[src/rtl/mvau_weight_stream_sequencer.sv]
// Weight-tile sequencer for the MVAU streaming datapath.
// Walks the weight memory nf-major / sf-minor, replays the full tile set once
// per input vector, and hands tiles downstream through a 2-deep
// first-word-fall-through buffer that hides the memory's 1-cycle read latency.
module mvau_weight_stream_sequencer #(
  parameter int unsigned SIMD     = 2,
  parameter int unsigned PE       = 2,
  parameter int unsigned TW       = 1,
  parameter int unsigned SF       = 8,
  parameter int unsigned NF       = 2,
  parameter int unsigned NUM_REPS = 4,
  parameter int unsigned ADDR_W   = 4,
  parameter int unsigned REP_T    = 2
) (
  input  logic                   aclk,
  input  logic                   aresetn,
  input  logic                   start,
  output logic                   busy,
  output logic                   done,
  output logic                   wmem_en,
  output logic [ADDR_W-1:0]      wmem_addr,
  input  logic [SIMD*PE*TW-1:0]  wmem_rdata,
  output logic [SIMD*PE*TW-1:0]  wgt_out,
  output logic                   wgt_out_v,
  input  logic                   wgt_out_rdy,
  output logic                   wgt_out_last
);

  localparam int unsigned         DW        = SIMD * PE * TW;
  localparam logic [ADDR_W-1:0]   ADDR_LAST = ADDR_W'(SF * NF - 1);
  localparam logic [REP_T-1:0]    REP_LAST  = REP_T'(NUM_REPS - 1);

  typedef enum logic [1:0] {
    S_IDLE,
    S_RUN,
    S_DRAIN,
    S_DONE
  } state_t;

  state_t            r_state;
  logic [ADDR_W-1:0] r_addr;
  logic [REP_T-1:0]  r_rep;
  logic              r_busy;
  logic              r_done;
  logic              r_inflight;
  logic              r_infl_last;
  logic [DW-1:0]     r_d0;
  logic [DW-1:0]     r_d1;
  logic              r_l0;
  logic              r_l1;
  logic [1:0]        r_cnt;

  logic              w_pop;
  logic              w_push;
  logic              w_issue;
  logic [2:0]        w_occ;

  // Issue a read only if, after this cycle's pop, buffer plus in-flight read still leaves a slot.
  always_comb begin
    w_pop   = (r_cnt != 2'd0) && wgt_out_rdy;
    w_push  = r_inflight;
    w_occ   = {1'b0, r_cnt} + {2'b00, r_inflight} - {2'b00, w_pop};
    w_issue = (r_state == S_RUN) && (w_occ < 3'd2);
  end

  assign wmem_en      = w_issue;
  assign wmem_addr    = r_addr;
  assign wgt_out      = r_d0;
  assign wgt_out_last = r_l0;
  assign wgt_out_v    = (r_cnt != 2'd0);
  assign busy         = r_busy;
  assign done         = r_done;

  // Sequencing FSM: address/replay counters plus registered busy/done.
  always_ff @(posedge aclk or negedge aresetn) begin
    if (!aresetn) begin
      r_state <= S_IDLE;
      r_addr  <= '0;
      r_rep   <= '0;
      r_busy  <= 1'b0;
      r_done  <= 1'b0;
    end else begin
      r_done <= 1'b0;
      case (r_state)
        S_IDLE: begin
          if (start) begin
            r_state <= S_RUN;
            r_busy  <= 1'b1;
            r_addr  <= '0;
            r_rep   <= '0;
          end
        end
        S_RUN: begin
          if (w_issue) begin
            if (r_addr == ADDR_LAST) begin
              r_addr <= '0;
              if (r_rep == REP_LAST) begin
                r_rep   <= '0;
                r_state <= S_DRAIN;
              end else begin
                r_rep <= r_rep + REP_T'(1);
              end
            end else begin
              r_addr <= r_addr + ADDR_W'(1);
            end
          end
        end
        S_DRAIN: begin
          if ((r_cnt == 2'd0) && !r_inflight) begin
            r_state <= S_DONE;
            r_busy  <= 1'b0;
            r_done  <= 1'b1;
          end
        end
        S_DONE: r_state <= S_IDLE;
        default: r_state <= S_IDLE;
      endcase
    end
  end

  // Read pipeline: mark the cycle the read data returns and carry its end-of-replay flag.
  always_ff @(posedge aclk or negedge aresetn) begin
    if (!aresetn) begin
      r_inflight  <= 1'b0;
      r_infl_last <= 1'b0;
    end else begin
      r_inflight <= w_issue;
      if (w_issue) begin
        r_infl_last <= (r_addr == ADDR_LAST);
      end
    end
  end

  // Two-entry shift buffer; slot 0 is always the head presented downstream.
  always_ff @(posedge aclk or negedge aresetn) begin
    if (!aresetn) begin
      r_d0  <= '0;
      r_d1  <= '0;
      r_l0  <= 1'b0;
      r_l1  <= 1'b0;
      r_cnt <= '0;
    end else begin
      case ({w_push, w_pop})
        2'b10: begin
          if (r_cnt == 2'd0) begin
            r_d0 <= wmem_rdata;
            r_l0 <= r_infl_last;
          end else begin
            r_d1 <= wmem_rdata;
            r_l1 <= r_infl_last;
          end
          r_cnt <= r_cnt + 2'd1;
        end
        2'b01: begin
          r_d0  <= r_d1;
          r_l0  <= r_l1;
          r_cnt <= r_cnt - 2'd1;
        end
        2'b11: begin
          // Count unchanged: the incoming word lands behind whatever stays buffered.
          if (r_cnt == 2'd1) begin
            r_d0 <= wmem_rdata;
            r_l0 <= r_infl_last;
          end else begin
            r_d0 <= r_d1;
            r_l0 <= r_l1;
            r_d1 <= wmem_rdata;
            r_l1 <= r_infl_last;
          end
        end
        default: begin
        end
      endcase
    end
  end

  ap_no_overflow: assert property (@(posedge aclk) disable iff (!aresetn)
    !(w_push && (r_cnt == 2'd2)));

endmodule

[config.mk]
export PLATFORM = sky130hd
export DESIGN_NAME = mvau_weight_stream_sequencer
export DESIGN_NICKNAME = d
export VERILOG_FILES = /design/src/rtl/mvau_weight_stream_sequencer.sv
export SDC_FILE = /design/constraint.sdc
export NUM_CORES = 1
export LEC_CHECK = 0
export CAP_MARGIN = 40
export CORE_UTILIZATION = 55
export CTS_BUF_LIST = sky130_fd_sc_hd__clkbuf_8
export CTS_CLUSTER_SIZE = 24
export DETAILED_ROUTE_END_ITERATION = 7
export DONT_BUFFER_PORTS = 1
export PLACE_DENSITY = 0.7
export RECOVER_POWER = 100
export SYNTH_ARGS = -nofsm -noshare
export SYNTH_HDL_FRONTEND = slang
export SYNTH_SLANG_ARGS = --single-unit
[constraint.sdc]
create_clock -name aclk -period 5.7 [get_ports aclk]
set_clock_uncertainty 0.05 [all_clocks]
set_input_delay 0.57 -clock aclk [delete_from_list [all_inputs] [get_ports aclk]]
set_output_delay 0.57 -clock aclk [all_outputs]
set_load 0.02 [all_outputs]
**Word-level counts from Yosys, hierarchy flattened**

Index checks and enable logic that the tools add are counted.

- Divide/modulo/power cells: 0
- Add/subtract/negate cells: 6
- Order comparisons: 1
- Equal/unequal tests: 17
- Multipliers: 0
- Bitwise logic cells: 0
- Mux-type cells: 33
- Shift operators: 0
- Reduce and logical (&&, ||, !) cells: 18

Operators with widths:

| cell | number |
|---|---|
| $mux 4 | 7 |
| $mux 2 | 9 |
| $pmux 4 s2 | 2 |
| $ne 2x2->1 const B | 6 |
| $pmux 4 s3 | 1 |
| $eq 2x2->1 const B | 5 |
| $reduce_bool 2->1 | 5 |
| $reduce_and 3->1 | 3 |
| $mux 1 | 8 |
| $pmux 2 s2 | 2 |
| $pmux 2 s4 | 1 |
| $eq 2x1->1 const B | 3 |
| $reduce_and 5->1 | 1 |
| $add 2x1->2 const B | 2 |
| $add 4x1->4 const B | 1 |
| $eq 4x4->1 const B | 1 |
| $logic_not 2->1 | 2 |
| $ne 2x1->1 const B | 2 |
| $pmux 1 s2 | 2 |
| $reduce_and 4->1 | 1 |
| $add 2x1->3 | 1 |
| $logic_and 1x1->1 | 3 |
| $lt 3x2->1 const B | 1 |
| $pmux 1 s3 | 1 |
| other kinds (5) | 5 |

- Memories kept: 0
- Register bits: 24
- Bits in read-only memories: 0
- Latch bits: 0
- Bits in writable memories: 0
- Word-level logic and storage cells: 87
- Input bits: 8

**Logic depth before layout (Yosys ltp)**

- Depth in word-level cells: 7
- Depth in mapped cells: 11

**Least setup slack after synthesis**

No wires, ideal clock.

- Path kind: reg-to-output
- From: reg r_cnt[1]
- To: out wmem_en
- Cell stages (with the launch flop): 9
- Data required time: 5.080 ns
- Setup slack: 2.829 ns
- Arrival: 2.251 ns
- Path buffers: 0
- Path through: dfrtp_1 inv_1 ha_1 nand2b_4 nor2_1 o21ai_0 fa_1 xor2_2 nor2_1

- Word-level cells in the longest chain between the ends: 5

RTL lines:

| element | RTL line | text |
|---|---|---|
| from (decl) | 51 | `logic [1:0] r_cnt;` |
| from (signal assigned) | 152 | `r_cnt <= r_cnt + 2'd1;` |
| from (signal assigned) | 157 | `r_cnt <= r_cnt - 2'd1;` |
| parallel branches: the longest is 2 deep, another holds $add 2x1->3 | n/a |  |
| $sub 3x1->3 * | 62 | `w_occ = {1'b0, r_cnt} + {2'b00, r_inflight} - {2'b00, w_pop};` |
| $lt 3x2->1 * | 63 | `w_issue = (r_state == S_RUN) && (w_occ < 3'd2);` |
| $logic_and 1x1->1 * | 63 |  |
| to (decl) | 20 | `output logic wmem_en,` |

Every way passes the cells marked *.

**Final worst setup path**

- From: reg r_cnt[1]
- To: reg r_rep[1]

- Word-level cells in the longest chain between the ends: 7

RTL lines:

| element | RTL line | text |
|---|---|---|
| parallel branches: the longest is 2 deep, another holds $add 2x1->3 | n/a |  |
| $sub 3x1->3 * | 62 |  |
| $lt 3x2->1 * | 63 |  |
| $logic_and 1x1->1 * | 63 |  |
| $ne 2x2->1 (no line) * | n/a |  |
| $reduce_and 4->1 (no line) * | n/a |  |
| to (signal assigned) | 101 | `r_rep <= r_rep + REP_T'(1);` |
| to (decl) | 42 | `logic [REP_T-1:0] r_rep;` |

Marked as above.
A chain may end at the register's enable or synchronous reset.

==> key figures <==
Die
  • Die W: between 50 and 60 um
  • # IOs: 21
  • Die Ht: 51.93 um
  • Initial Util: 60.25%
  • # rows: 17
  • Die area: 2697 um2
  • Std-Cell Core Area: 2276 um2

Route
  • First-pass DRT Iterations: 4
  • Via Count: 908
  • ANT nets after route: 0
  • Vias/cell: 5.896
  • DRT iter0 DRCs: 24
  • WL/cell: 15.81 um
  • DRC viols: 0
  • Drt total wl: 2435 um

Place
  • Port bufs: 0
  • Placer Congestion: 0.8122
  • Placed inst area: 1388 um2
  • DP Wirelength: 1753 um
  • Dpl cells: 148

Synth
  • Ys async rst share: 100.0%
  • Cells after Synth: 122
  • FF+latch count, synth: 24
  • Yosys warns: 0
  • Post-synthesis sequential area ratio: a little over two fifths
  • Syn_nets: 140
  • Post-synth top flop: dfrtp_1
  • Number of synthesized flops with an enable pin: 0
  • Synth Area per Inst: 11.24 um2
  • Count of different cell masters after synthesis: 37
  • Post-Syn Area: 1371 um2

Power
  • PD cells: between 600 and 700 nW/um2
  • LEAKAGE: between 0.0006 and 0.0007 uW
  • IR Drop Worst-Case VDD: 0.3347 mV

Timing
  • RSZ-0062 raised after global routing: no
  • Period minus WS final: 3.535 ns
  • Period utilization: ~62%
  • Setup_tns: 0 ns
  • Final setup viols: 0
  • Worst slew margin: 36.00%
  • Final hold viol count: 0
  • Max Freq: 0.2829 GHz
  • Slew @ Worst Pin: 0.9526 ns
  • Max-slew violations: 0

Clock tree
  • TritonCTS clock tree: built
  • Clk sinks: 24
  • Post-CTS Setup Bufs: 0
  • Post-cts sizing count: 0
  • H-tree levels: 1
  • Num CTS Buffers: 3
  • Clock Latency Late Sink: 0.27 ns
  • Max Root-Sink Buffers: 2
  • Hold-fix buffers, CTS: 1
  • CTS clk-pin slew, worst paths: 0.09 ns
  • CTS Root Cell: clkbuf_8

Finish
  • Commonest non-fill, non-tap cell in the layout: dfrtp_1
  • Fin area: 1408 um2
  • Layout filler cell count: around 190
  • Final Util: between 60% and 70%
  • Non-filler instance count after layout: 154
  • # diodes: 0
  • Layout area overhead: 2.646%
  • Share of layout cells above drive strength 1: 12.70%
  • Commonest cells after routing, fill and taps aside: dfrtp_1 (24), inv_1 (10), nand2_1 (9), ha_1 (9), nor2_1 (8)
  • Final net count: roughly 150

Critical path
  • Slowest stage delay, CP: about 0.79 ns
  • Critical Path Start Type: flip-flop
  • Critical path type: reg -> reg
  • Crit Path Max Fanout: 9
  • Worst EP required: about 5.8 ns
  • Crit-path leading delay family: simple AND/OR/NAND/NOR gates
  • Critical path's slowest cell: nor3_1
  • CP bufs+invs: 2
  • Cell Chain, Critical Path: inv_1 -> ha_1 -> nand2b_1 -> inv_1 -> nor2_1 -> o21ai_0 -> fa_1 -> xor2_1 -> nor3_1 -> nor2_1 -> a211o_1
  • CP arrival: 3.65 ns
  • Crit end category: flip-flop

Run status
  • Outcome: complete, no violations

Global route
  • Largest net degree at the start of global routing: 25
  • Gr ovfl total: 0
  • Antenna violations before repair: 0
  • First-pass GRT wire length: 3981 um
  • Total GRT Usage: slightly above 20%
  • Vias in the first global route: 901

Hold path
  • Hold Path Class: in -> reg

Run
  • Max-cap violations: 0
==> through the flow <==
stage	power, uW	setup WS, ns	hold slack, ns
floorplan	702.7	2.829	0.2244
global placement	755.8	2.726	0.2249
detailed placement	775.3	2.652	0.2249
CTS	899.3	2.340	0.3929
global route	924.8	1.851	0.3873
finish	855.0	2.165	0.4012
==> registers in the layout, indices dropped and copies added (netlist names), 2 cells and up <==
register   cells
wmem_addr      4
wgt_out        4
r_state        2
r_cnt          2
r_rep          2
r_d1           4
==> area by class of cell <==
cell class | instances | area, um2 | share of cell area (%)
Multi-Input combinational cell | 86 | 665.6 | 47.29
Sequential cell | 24 | 600.6 | 42.67
Clock buffer | 4 | 55.05 | 3.911
Inverter | 10 | 37.54 | 2.667
Tap cell | 28 | 35.03 | 2.489
Timing Repair Buffer | 2 | 13.76 | 0.9778
==> path summary, 6_finish.rpt <==
kind / start / endpoint / slack [ns] / depth (start not counted)
setup / recovery: r_cnt[1] / r_rep[1] / 2.17 / 11
hold / removal: wmem_rdata[2] / r_d1[2] / 0.40 / 1
setup reg to reg: r_cnt[1] / r_rep[1] / 2.17 / 11
hold reg to reg: r_l1 / wgt_out_last / 0.46 / 1
max in group asynchronous: aresetn / r_cnt[0] / 3.86 / 2
min in group asynchronous: aresetn / wmem_addr[2] / 0.57 / 1
==> routing by layer <==
metal	GRT usage [%]	share of wire, %
met2	28.85	42
met4	12.61	3.1
met3	5.848	4.4
met1	28.17	50
met5	0	0
==> power by group <==
| group | internal [uW] | leakage, uW | switching, uW |
|---|---|---|---|
| Combinational | 178 | 0.000338 | 221 |
| Clock | 61.7 | 0.0000288 | 55.3 |
| Sequential | 242 | 0.000291 | 97.3 |
==> Yosys cell counts (2+ instances only) <==
cell type	number	share of area [%]
a21oi_1	3	1.1
dfrtp_1	24	44
mux2i_1	2	1.5
and2_1	5	2.3
ha_1	9	8.2
xnor2_1	2	1.3
nand3_1	2	0.73
a22o_1	3	1.9
nand2_1	9	2.5
mux2_2	7	5.7
nor2_1	8	2.2
and4_1	3	1.9
a221o_1	5	3.6
nor2b_1	2	0.91
and3_1	2	0.91
inv_1	9	2.5
a211o_1	2	1.3
o21ai_0	6	2.2
==> logic make-up after synthesis <==
logic type,Yosys count,share of synthesized area (%)
compound gates,23,14.23
xor+xnor,3,2.464
fa+ha+maj,10,9.672
buf+inv,12,4.106
flops,24,43.80
mux,10,8.303
simple gates,40,17.43
No activity file was read; power rests on OpenSTA's default activity.
